--- config.mk ---
export PLATFORM = sky130hd
export DESIGN_NAME = keypad_lock
export DESIGN_NICKNAME = d
export VERILOG_FILES = /design/src/rtl/keypad_pkg.sv /design/src/rtl/keypad_lock_cycle_timer.sv /design/src/rtl/keypad_lock.sv
export SDC_FILE = /design/constraint.sdc
export NUM_CORES = 1
export LEC_CHECK = 0
export CORE_ASPECT_RATIO = 1.75
export CORE_MARGIN = 1.5
export CORE_UTILIZATION = 25
export DETAILED_ROUTE_END_ITERATION = 16
export MAX_ROUTING_LAYER = met4
export PLACE_DENSITY = 0.46
export SLEW_MARGIN = 20
export SYNTH_ARGS = -nofsm -noshare
export SYNTH_HDL_FRONTEND = slang
export SYNTH_SLANG_ARGS = --single-unit
export TNS_END_PERCENT = 50
--- constraint.sdc ---
create_clock -name clk -period 5.2 [get_ports clk]
set_input_delay 1.04 -clock clk [delete_from_list [all_inputs] [get_ports clk]]
set_output_delay 1.04 -clock clk [all_outputs]
set_load 0.01 [all_outputs]
--- src/rtl/keypad_pkg.sv ---
// Shared types and constants for the keypad lock and its sibling blocks
// (scan/debounce decoder, LED/actuator logic).
package keypad_pkg;

    typedef enum logic [1:0] {
        ENTRY   = 2'd0,
        OPEN    = 2'd1,
        LOCKOUT = 2'd2
    } lock_state_e;

    localparam int DIGIT_W_DEFAULT = 4;

    // Function keys produced by the keyboard decoder; never valid password digits.
    localparam logic [DIGIT_W_DEFAULT-1:0] KEY_ENTER = 4'hE;
    localparam logic [DIGIT_W_DEFAULT-1:0] KEY_CLEAR = 4'hC;

    // Width needed to hold values 0..value-1, never less than one bit.
    function automatic int clog2_min1(input int value);
        return (value < 2) ? 1 : $clog2(value);
    endfunction

endpackage

--- src/rtl/keypad_lock_cycle_timer.sv ---
// Loadable down-counter: expire pulses on the enabled cycle that would take
// the count from 1 to 0. A load value of 0 never expires.
module cycle_timer #(
    parameter int WIDTH = 8
) (
    input  logic             clk,
    input  logic             rst_n,
    input  logic             load,
    input  logic [WIDTH-1:0] load_value,
    input  logic             enable,
    output logic             expire
);

    logic [WIDTH-1:0] count_reg;

    always_ff @(posedge clk or negedge rst_n) begin
        if (!rst_n) begin
            count_reg <= '0;
        end else if (load) begin
            count_reg <= load_value;
        end else if (enable && (count_reg != '0)) begin
            count_reg <= count_reg - WIDTH'(1);
        end
    end

    // A load in the same cycle wins, so a late key restarts rather than expires.
    assign expire = enable && !load && (count_reg == WIDTH'(1));

endmodule

--- src/rtl/keypad_lock.sv ---
// Keypad combination lock: compares a PW_LEN-digit key sequence against a
// loadable password, with failure lockout, inter-key timeout and auto-relock.
module keypad_lock
    import keypad_pkg::*;
#(
    parameter int                           DIGIT_W     = DIGIT_W_DEFAULT,
    parameter int                           PW_LEN      = 4,
    parameter logic [PW_LEN*DIGIT_W-1:0]    PW_DEFAULT  = 16'h1234,
    parameter int                           MAX_FAIL    = 3,
    parameter int                           LOCK_CYCLES = 1000,
    parameter int                           KEY_TIMEOUT = 5000,
    parameter int                           OPEN_CYCLES = 10000
) (
    input  logic                                clk,
    input  logic                                rst_n,
    input  logic                                key_valid,
    input  logic [DIGIT_W-1:0]                  key_code,
    input  logic                                relock,
    input  logic                                pw_we,
    input  logic [PW_LEN*DIGIT_W-1:0]           pw_data,
    output logic                                unlocked,
    output logic                                locked_out,
    output logic                                fail_pulse,
    output logic [clog2_min1(PW_LEN+1)-1:0]     digit_cnt,
    output logic [clog2_min1(MAX_FAIL+1)-1:0]   fail_cnt
);

    localparam int PW_W = PW_LEN * DIGIT_W;
    localparam int DC_W = clog2_min1(PW_LEN + 1);
    localparam int FC_W = clog2_min1(MAX_FAIL + 1);
    localparam int KT_W = clog2_min1(KEY_TIMEOUT + 1);
    localparam int OT_W = clog2_min1(OPEN_CYCLES + 1);
    localparam int LT_W = clog2_min1(LOCK_CYCLES + 1);

    lock_state_e        state_reg, state_next;
    logic [PW_W-1:0]    pw_reg, pw_next;
    logic [DC_W-1:0]    digit_cnt_reg, digit_cnt_next;
    logic [FC_W-1:0]    fail_cnt_reg, fail_cnt_next;
    logic               mismatch_reg, mismatch_next;
    logic               unlocked_reg, unlocked_next;
    logic               locked_out_reg, locked_out_next;
    logic               fail_pulse_reg, fail_pulse_next;

    logic [PW_LEN-1:0]  digit_hit;
    logic               key_accept;
    logic               key_match;
    logic               last_key;
    logic               attempt_ok;
    logic               attempt_fail;
    logic [FC_W-1:0]    fail_cnt_inc;
    logic               lockout_hit;
    logic               key_expire;
    logic               open_expire;
    logic               lock_expire;

    // Digit 0 lives in the most significant slot of the password word.
    genvar gi;
    generate
        for (gi = 0; gi < PW_LEN; gi++) begin : g_digit
            assign digit_hit[gi] = (digit_cnt_reg == DC_W'(gi)) &&
                                   (key_code == pw_reg[(PW_LEN-1-gi)*DIGIT_W +: DIGIT_W]);
        end
    endgenerate

    assign key_accept   = (state_reg == ENTRY) && key_valid;
    assign key_match    = |digit_hit;
    assign last_key     = (digit_cnt_reg == DC_W'(PW_LEN - 1));
    assign attempt_ok   = key_accept && last_key && !mismatch_reg && key_match;
    assign attempt_fail = key_accept && last_key && !(!mismatch_reg && key_match);
    assign fail_cnt_inc = (fail_cnt_reg == FC_W'(MAX_FAIL)) ? fail_cnt_reg
                                                            : fail_cnt_reg + FC_W'(1);
    assign lockout_hit  = attempt_fail && (fail_cnt_inc == FC_W'(MAX_FAIL));

    cycle_timer #(.WIDTH(KT_W)) u_key_timer (
        .clk        (clk),
        .rst_n      (rst_n),
        .load       (key_accept),
        .load_value (KT_W'(KEY_TIMEOUT)),
        .enable     ((state_reg == ENTRY) && (digit_cnt_reg != '0)),
        .expire     (key_expire)
    );

    cycle_timer #(.WIDTH(OT_W)) u_open_timer (
        .clk        (clk),
        .rst_n      (rst_n),
        .load       (attempt_ok),
        .load_value (OT_W'(OPEN_CYCLES)),
        .enable     (state_reg == OPEN),
        .expire     (open_expire)
    );

    cycle_timer #(.WIDTH(LT_W)) u_lock_timer (
        .clk        (clk),
        .rst_n      (rst_n),
        .load       (lockout_hit),
        .load_value (LT_W'(LOCK_CYCLES)),
        .enable     (state_reg == LOCKOUT),
        .expire     (lock_expire)
    );

    always_ff @(posedge clk or negedge rst_n) begin
        if (!rst_n) begin
            state_reg      <= ENTRY;
            pw_reg         <= PW_DEFAULT;
            digit_cnt_reg  <= '0;
            fail_cnt_reg   <= '0;
            mismatch_reg   <= 1'b0;
            unlocked_reg   <= 1'b0;
            locked_out_reg <= 1'b0;
            fail_pulse_reg <= 1'b0;
        end else begin
            state_reg      <= state_next;
            pw_reg         <= pw_next;
            digit_cnt_reg  <= digit_cnt_next;
            fail_cnt_reg   <= fail_cnt_next;
            mismatch_reg   <= mismatch_next;
            unlocked_reg   <= unlocked_next;
            locked_out_reg <= locked_out_next;
            fail_pulse_reg <= fail_pulse_next;
        end
    end

    always_comb begin
        state_next = state_reg;
        case (state_reg)
            ENTRY: begin
                if (attempt_ok) begin
                    state_next = OPEN;
                end else if (lockout_hit) begin
                    state_next = LOCKOUT;
                end
            end
            OPEN: begin
                if (relock || open_expire) begin
                    state_next = ENTRY;
                end
            end
            LOCKOUT: begin
                if (lock_expire) begin
                    state_next = ENTRY;
                end
            end
            default: state_next = ENTRY;
        endcase
    end

    // Attempt bookkeeping; the mismatch flag is sticky so the error position stays hidden.
    always_comb begin
        pw_next        = pw_reg;
        digit_cnt_next = digit_cnt_reg;
        fail_cnt_next  = fail_cnt_reg;
        mismatch_next  = mismatch_reg;
        if (state_reg == ENTRY) begin
            if (key_accept) begin
                if (last_key) begin
                    digit_cnt_next = '0;
                    mismatch_next  = 1'b0;
                    fail_cnt_next  = attempt_ok ? '0 : fail_cnt_inc;
                end else begin
                    digit_cnt_next = digit_cnt_reg + DC_W'(1);
                    mismatch_next  = mismatch_reg || !key_match;
                end
            end else if (key_expire) begin
                digit_cnt_next = '0;
                mismatch_next  = 1'b0;
            end
        end
        if ((state_reg == OPEN) && pw_we) begin
            pw_next = pw_data;
        end
        if ((state_reg == LOCKOUT) && lock_expire) begin
            fail_cnt_next = '0;
        end
    end

    always_comb begin
        unlocked_next   = (state_next == OPEN);
        locked_out_next = (state_next == LOCKOUT);
        fail_pulse_next = attempt_fail;
    end

    assign unlocked   = unlocked_reg;
    assign locked_out = locked_out_reg;
    assign fail_pulse = fail_pulse_reg;
    assign digit_cnt  = digit_cnt_reg;
    assign fail_cnt   = fail_cnt_reg;

endmodule
After elaboration in Yosys (flattened, before gate mapping)
Index checks and enable logic that the tools add are counted.
- flip-flop bits (word level): 64
- output and inout bits: 8
- $add $sub $neg: 5
- eq/ne operators: 16
- muxes and demuxes: 23
- reduce and logical (&&, ||, !) cells: 47
- operators by type and width (operator ; number):
    two-way mux 14 bit ; 2
    two-way mux 13 bit ; 2
    logical AND 1 bit ; 23
    two-way mux 10 bit ; 2
    two-way mux 2 bit ; 10
    equality test 4 bit ; 4
    equality test 14 x 1 -> 1 bit (second input constant) ; 1
    nonzero test 14 bit ; 1
    nonzero test 2 bit ; 7
    subtractor 14 x 1 -> 14 bit (second input constant) ; 1
    equality test 13 x 1 -> 1 bit (second input constant) ; 1
    nonzero test 13 bit ; 1
    subtractor 13 x 1 -> 13 bit (second input constant) ; 1
    equality test 10 x 1 -> 1 bit (second input constant) ; 1
    nonzero test 10 bit ; 1
    subtractor 10 x 1 -> 10 bit (second input constant) ; 1
    two-way mux 3 bit ; 3
    equality test 2 bit (second input constant) ; 4
    equality test 3 x 2 -> 1 bit (second input constant) ; 2
    zero test 1 bit ; 6
    one-hot mux 2 bit (3 select lines) ; 1
    equality test 2 x 1 -> 1 bit (second input constant) ; 2
    OR reduction 4 bit ; 1
    adder 3 x 1 -> 3 bit (second input constant) ; 1
    other kinds (9) ; 12

Longest topological paths before layout
- depth after elaboration: 13
- gate-level depth with buffers: 8
- depth with buffers taken out: 7

Hierarchy
A second synthesis with hierarchy kept.
- cell total of the unflattened synthesis: 412
- area total of the unflattened synthesis: 3983.8 µm²
- by module, submodules not included (module ; instances ; cells each ; area an instance (µm²) ; seq. area each (µm²)):
    keypad_lock ; 1 ; 119 ; 1386.3 ; 681.9
    cycle_timer (u_open_timer) ; 1 ; 101 ; 943.4 ; 350.3
    cycle_timer (u_key_timer) ; 1 ; 109 ; 932.1 ; 325.3
    cycle_timer (u_lock_timer) ; 1 ; 83 ; 721.9 ; 250.2

Worst setup path before layout
No wires, ideal clock.
- path type: in2reg
- start point: input key_code[0]
- end point: register locked_out_reg, in the netlist locked_out
- data arrival time: 2.112 ns
- data required time: 5.064 ns
- setup slack: 2.952 ns
- stages: 6
- path buffers: 1
- path through: xor2_1 -> nor3_1 -> nand4b_1 -> a41oi_1 -> clkbuf_1 -> o21ai_0
- word-level cells in the longest chain between the ends: 13
- elaborated cells between the ends (all ways): 27
- RTL lines (element ; RTL line ; RTL):
    from (decl) ; keypad_lock.sv:17 ; input logic [DIGIT_W-1:0] key_code,
    equality test 4 bit ; keypad_lock.sv:61 ; (key_code == pw_reg[(PW_LEN-1-gi)*DIGIT_W +: DIGIT_W]);
    logical AND 1 bit ; keypad_lock.sv:60 ; assign digit_hit[gi] = (digit_cnt_reg == DC_W'(gi)) &&
    OR reduction 4 bit * ; keypad_lock.sv:66 ; assign key_match = |digit_hit;
    logical AND 1 bit ; keypad_lock.sv:69 ; assign attempt_fail = key_accept && last_key && !(!mismatch_reg && key_match);
    zero test 1 bit ; keypad_lock.sv:69 ;
    logical AND 1 bit ; keypad_lock.sv:69 ;
    logical AND 1 bit ; keypad_lock.sv:72 ; assign lockout_hit = attempt_fail && (fail_cnt_inc == FC_W'(MAX_FAIL));
    zero test 1 bit ; keypad_lock_cycle_timer.sv:27 ; assign expire = enable && !load && (count_reg == WIDTH'(1));
    logical AND 1 bit (2 in a row) ; keypad_lock_cycle_timer.sv:27 ;
    two-way mux 2 bit ; keypad_lock.sv:139 ; if (lock_expire) begin
    one-hot mux 2 bit (3 select lines) * ; keypad_lock.sv:125 ; case (state_reg)
    equality test 2 bit * ; keypad_lock.sv:178 ; locked_out_next = (state_next == LOCKOUT);
    via locked_out_next ; keypad_lock.sv:41 ; logic locked_out_reg, locked_out_next;
    to (signal assigned) ; keypad_lock.sv:118 ; locked_out_reg <= locked_out_next;
    to (decl) ; keypad_lock.sv:41 ;
Mark *: on every way through the listed nets, which the timed path passes. The rest lies on a longest branch.
A chain may end at the register's enable or synchronous reset.

Worst setup path after layout
- start point: input key_valid
- end point: register u_lock_timer.count_reg[6]
- word-level cells in the longest chain between the ends: 5
- elaborated cells between the ends (all ways): 6
- RTL lines (element ; RTL line ; RTL):
    from (decl) ; keypad_lock.sv:16 ; input logic key_valid,
    logical AND 1 bit * ; keypad_lock.sv:65 ; assign key_accept = (state_reg == ENTRY) && key_valid;
    logical AND 1 bit * (2 in a row) ; keypad_lock.sv:69 ;
    logical AND 1 bit * ; keypad_lock.sv:72 ;
    two-way mux 10 bit or nonzero test 2 bit (tied branches) ; -- ;
    to (signal assigned) ; keypad_lock_cycle_timer.sv:20 ; count_reg <= load_value;
    to (signal assigned) ; keypad_lock_cycle_timer.sv:22 ; count_reg <= count_reg - WIDTH'(1);
    to (decl) ; keypad_lock_cycle_timer.sv:14 ; logic [WIDTH-1:0] count_reg;
Every way passes the cells marked *; elsewhere a longest branch is shown, timed or not.

==> impl_metrics.csv <==
group,metric,value,unit
outcome,outcome,"complete, no violations",
die,ios,33,
drt,viasPerCell,4.72,
layout,fill_cells,1419,
pwr,p_per_area,406,nW/um^2
layout,final_nets,408,
pwr,power.total,0.00173,W
clock_tree,cts_sinks,64,
layout,stdcell_area,4250,um^2
timing,tightest_slew,0.846,ns
synth,seq_area_frac_synth,46.3,%
synth,synth_area_leaders,"dfrtp_1 42%, xor2_1 6.6%, mux2_2 5.5%, dfstp_2 3.8%, ha_1 3.6%",
timing,slew_headroom,43.6,%
worst_setup_path,critPathLaunchType,"input port",
worst_setup_path,worst-setup-path-type,"input port to flop",
clock_tree,cts_max_path_buffers,2,
clock_tree,root_buffer,"clkbuf_16",
clock_tree,cts_tree,"done",
worst_setup_path,r2r-end,"u_lock_timer.count_reg[6]$_DFFE_PN0P_",
timing,clock_skew,0.0100,ns
worst_setup_path,crit_start,"key_valid",
drt,first_iter_violations,110,
placement,gp_congestion,0.808,
die,die_h,159,um
grt,grt_util_all_layers,12.6,%
worst_setup_path,crit_required,5.44,ns
die,rows,56,
synth,synth_edf_count,0,
grt,gr-total-overflow,0,
layout,drive_gt1_share,13.8,%
timing,maxSlewViolCount,0,
drt,routed_wirelength,8.28,mm
drt,wl_met2,4.60,mm
placement,dp.cells,536,
timing,post-route-period-util,61.1,%
clock_tree,cts.reportedPaths.clkPinSlew,0.05,ns
synth,syn-mean-instance-area,10.3,um^2
placement,dp_hpwl,6.01,mm
synth,synth_largest_area_cell,"dfrtp_1",
worst_setup_path,crit_arrival,3.41,ns
worst_setup_path,worstSetupEndpointType,"flop",
timing,finalSetupViolCount,0,
worst_setup_path,reg2reg_depth,4,
layout,final_cells,552,
drt,vias,2605,
worst_setup_path,cp-endpoint,"u_lock_timer.count_reg[6]$_DFFE_PN0P_",
clock_tree,postCtsSetupRepairBufs,0,
synth,synth_top_area_share,42.5,%
die,coreArea,13500,um^2
grt,grt_pass1_wl,14.0,mm
flow_run,cap_violations,0,
drt,met1_length,3.42,mm
pwr,p_leak,1.67,nW
clock_tree,h-tree-depth,3,
placement,port_buffers,32,
timing,finalHoldViolCount,0,
drt,remaining_drc_errors,0,
clock_tree,cts_resized,0,
worst_setup_path,timing.rr.start,"state_reg[0]$_DFF_PN0_",
layout,area_growth,22.4,%
clock_tree,cts_buffers,9,
synth,synth.most_common_cell,"dfrtp_1",
drt,wire_per_inst,15.0,um
timing,finalCriticalPeriod,3.18,ns
hold_path,hold_path_class,"flop to flop",
clock_tree,clk_latency,0.33,ns
synth,synth.yosys.warnings,0,
grt,grt_pass1_vias,2807,
synth,syn_nets,373,
layout,antenna_cells,0,
die,die_area,14600,um^2
synth,yosysUniqueCellTypes,52,
grt,antenna_found_initial,0,
worst_setup_path,ff2ff_setup_slack,2.67,ns
drt,top_layer_used,"met4",
synth,yosys-top-cells-count,"59 x dfrtp_1, 28 x nor2_1, 26 x xor2_1, 21 x a21oi_1, 20 x nand2_1",
drt,dr_wl_met3,127,um
timing,fmax,315,MHz
drt,dr.pass1.iters,4,
die,dieWidth,92.1,um
placement,place_area,3980,um^2
timing,rsz0062_at_grt,"no",
synth,synth_seq_cells,64,
drt,postRouteAntennaNets,0,
worst_setup_path,cp_max_fo,12,
layout,largest_reg_flops,16,
synth,syn_inst,338,
synth,netlist_area,3470,um^2
die,start_util,25.8,%
synth,synth-main-ff-cell,"dfrtp_1",
synth,ys_async_sr_fraction,100,%
grt,grt_max_degree,65,
pwr,peakVddDrop,0.165,mV
clock_tree,cts_hold_buffers,0,
timing,setup-tns-final,0,ns
-- cell usage in the layout (no fill, tap or decap), drive strengths merged, types with 6 or more instances in the layout --
cell type / instances
a21oi: 21
clkbuf: 12
clkdlybuf4s50: 31
dfrtp: 59
ha: 10
inv: 11
mux2: 18
mux2i: 8
nand2: 20
nand3: 16
nand4: 9
nor2: 29
nor3: 14
nor4: 7
o21ai: 16
or4: 6
xnor2: 8
xor2: 26
-- through the flow --
step           hold slack, ns  utilization [%]  setup slack [ns]
2_1_floorplan           0.463                -              2.95
4_1_cts                 0.526             31.6              2.00
3_3_place_gp            0.501             29.6              1.75
6_report                0.513             31.6              2.02
3_5_place_dp            0.508             29.6              1.66
5_1_grt                 0.534             31.6              1.86
-- critical path, stage by stage --
cell	delay, ns
clkdlybuf4s50_1	0.51
or3b_1	0.53
nor2_1	0.70
nand3b_1	0.38
o21ai_0	0.25
-- report_power, final --
part | internal, W | switching [W]
Clock | 0.000333 | 0.000215
Sequential | 0.000592 | 0.000118
Combinational | 0.000214 | 0.000253
Total | 0.00114 | 0.000586
-- metal layers --
layer / GRT usage, % / vias to the layer above
li1: - / 1281
met1: 13.7 / 1290
met2: 22.1 / 25
met3: 2.53 / 9
met4: 5.24 / 0
met5: - / -
-- layout make-up --
class	instances	area [um^2]	share of cell area, %
well taps	174	218	5.12
clock inverters	4	22.5	0.530
multi-input cells	253	1790	42.0
repair buffers	34	330	7.77
clock buffers	12	246	5.80
flip-flops and latches	64	1610	37.8
inverters	11	41.3	0.971
-- worst min-delay path by stage --
stage	start	endpoint	slack, ns	cells after the start
after floorplan	u_key_timer.count_reg[12]$_DFFE_PN0P_	u_key_timer.count_reg[12]$_DFFE_PN0P_	0.46	2
after global placement	u_key_timer.count_reg[9]$_DFFE_PN0P_	u_key_timer.count_reg[9]$_DFFE_PN0P_	0.50	2
after detailed placement	u_key_timer.count_reg[9]$_DFFE_PN0P_	u_key_timer.count_reg[9]$_DFFE_PN0P_	0.51	2
after CTS	pw_reg[1]$_DFFE_PN0P_	pw_reg[1]$_DFFE_PN0P_	0.53	1
after global routing	pw_reg[10]$_DFFE_PN0P_	pw_reg[10]$_DFFE_PN0P_	0.53	1
final	u_key_timer.count_reg[12]$_DFFE_PN0P_	u_key_timer.count_reg[12]$_DFFE_PN0P_	0.51	2
-- kinds of logic after synthesis --
group	Yosys count	synth area share, %
simple gates	127	21.0
mux	26	8.14
xor+xnor	34	8.57
buf+inv	21	2.34
flops	64	46.3
fa+ha+maj	10	3.60
compound gates	56	10.0
Power figures use the tool's default switching activity.
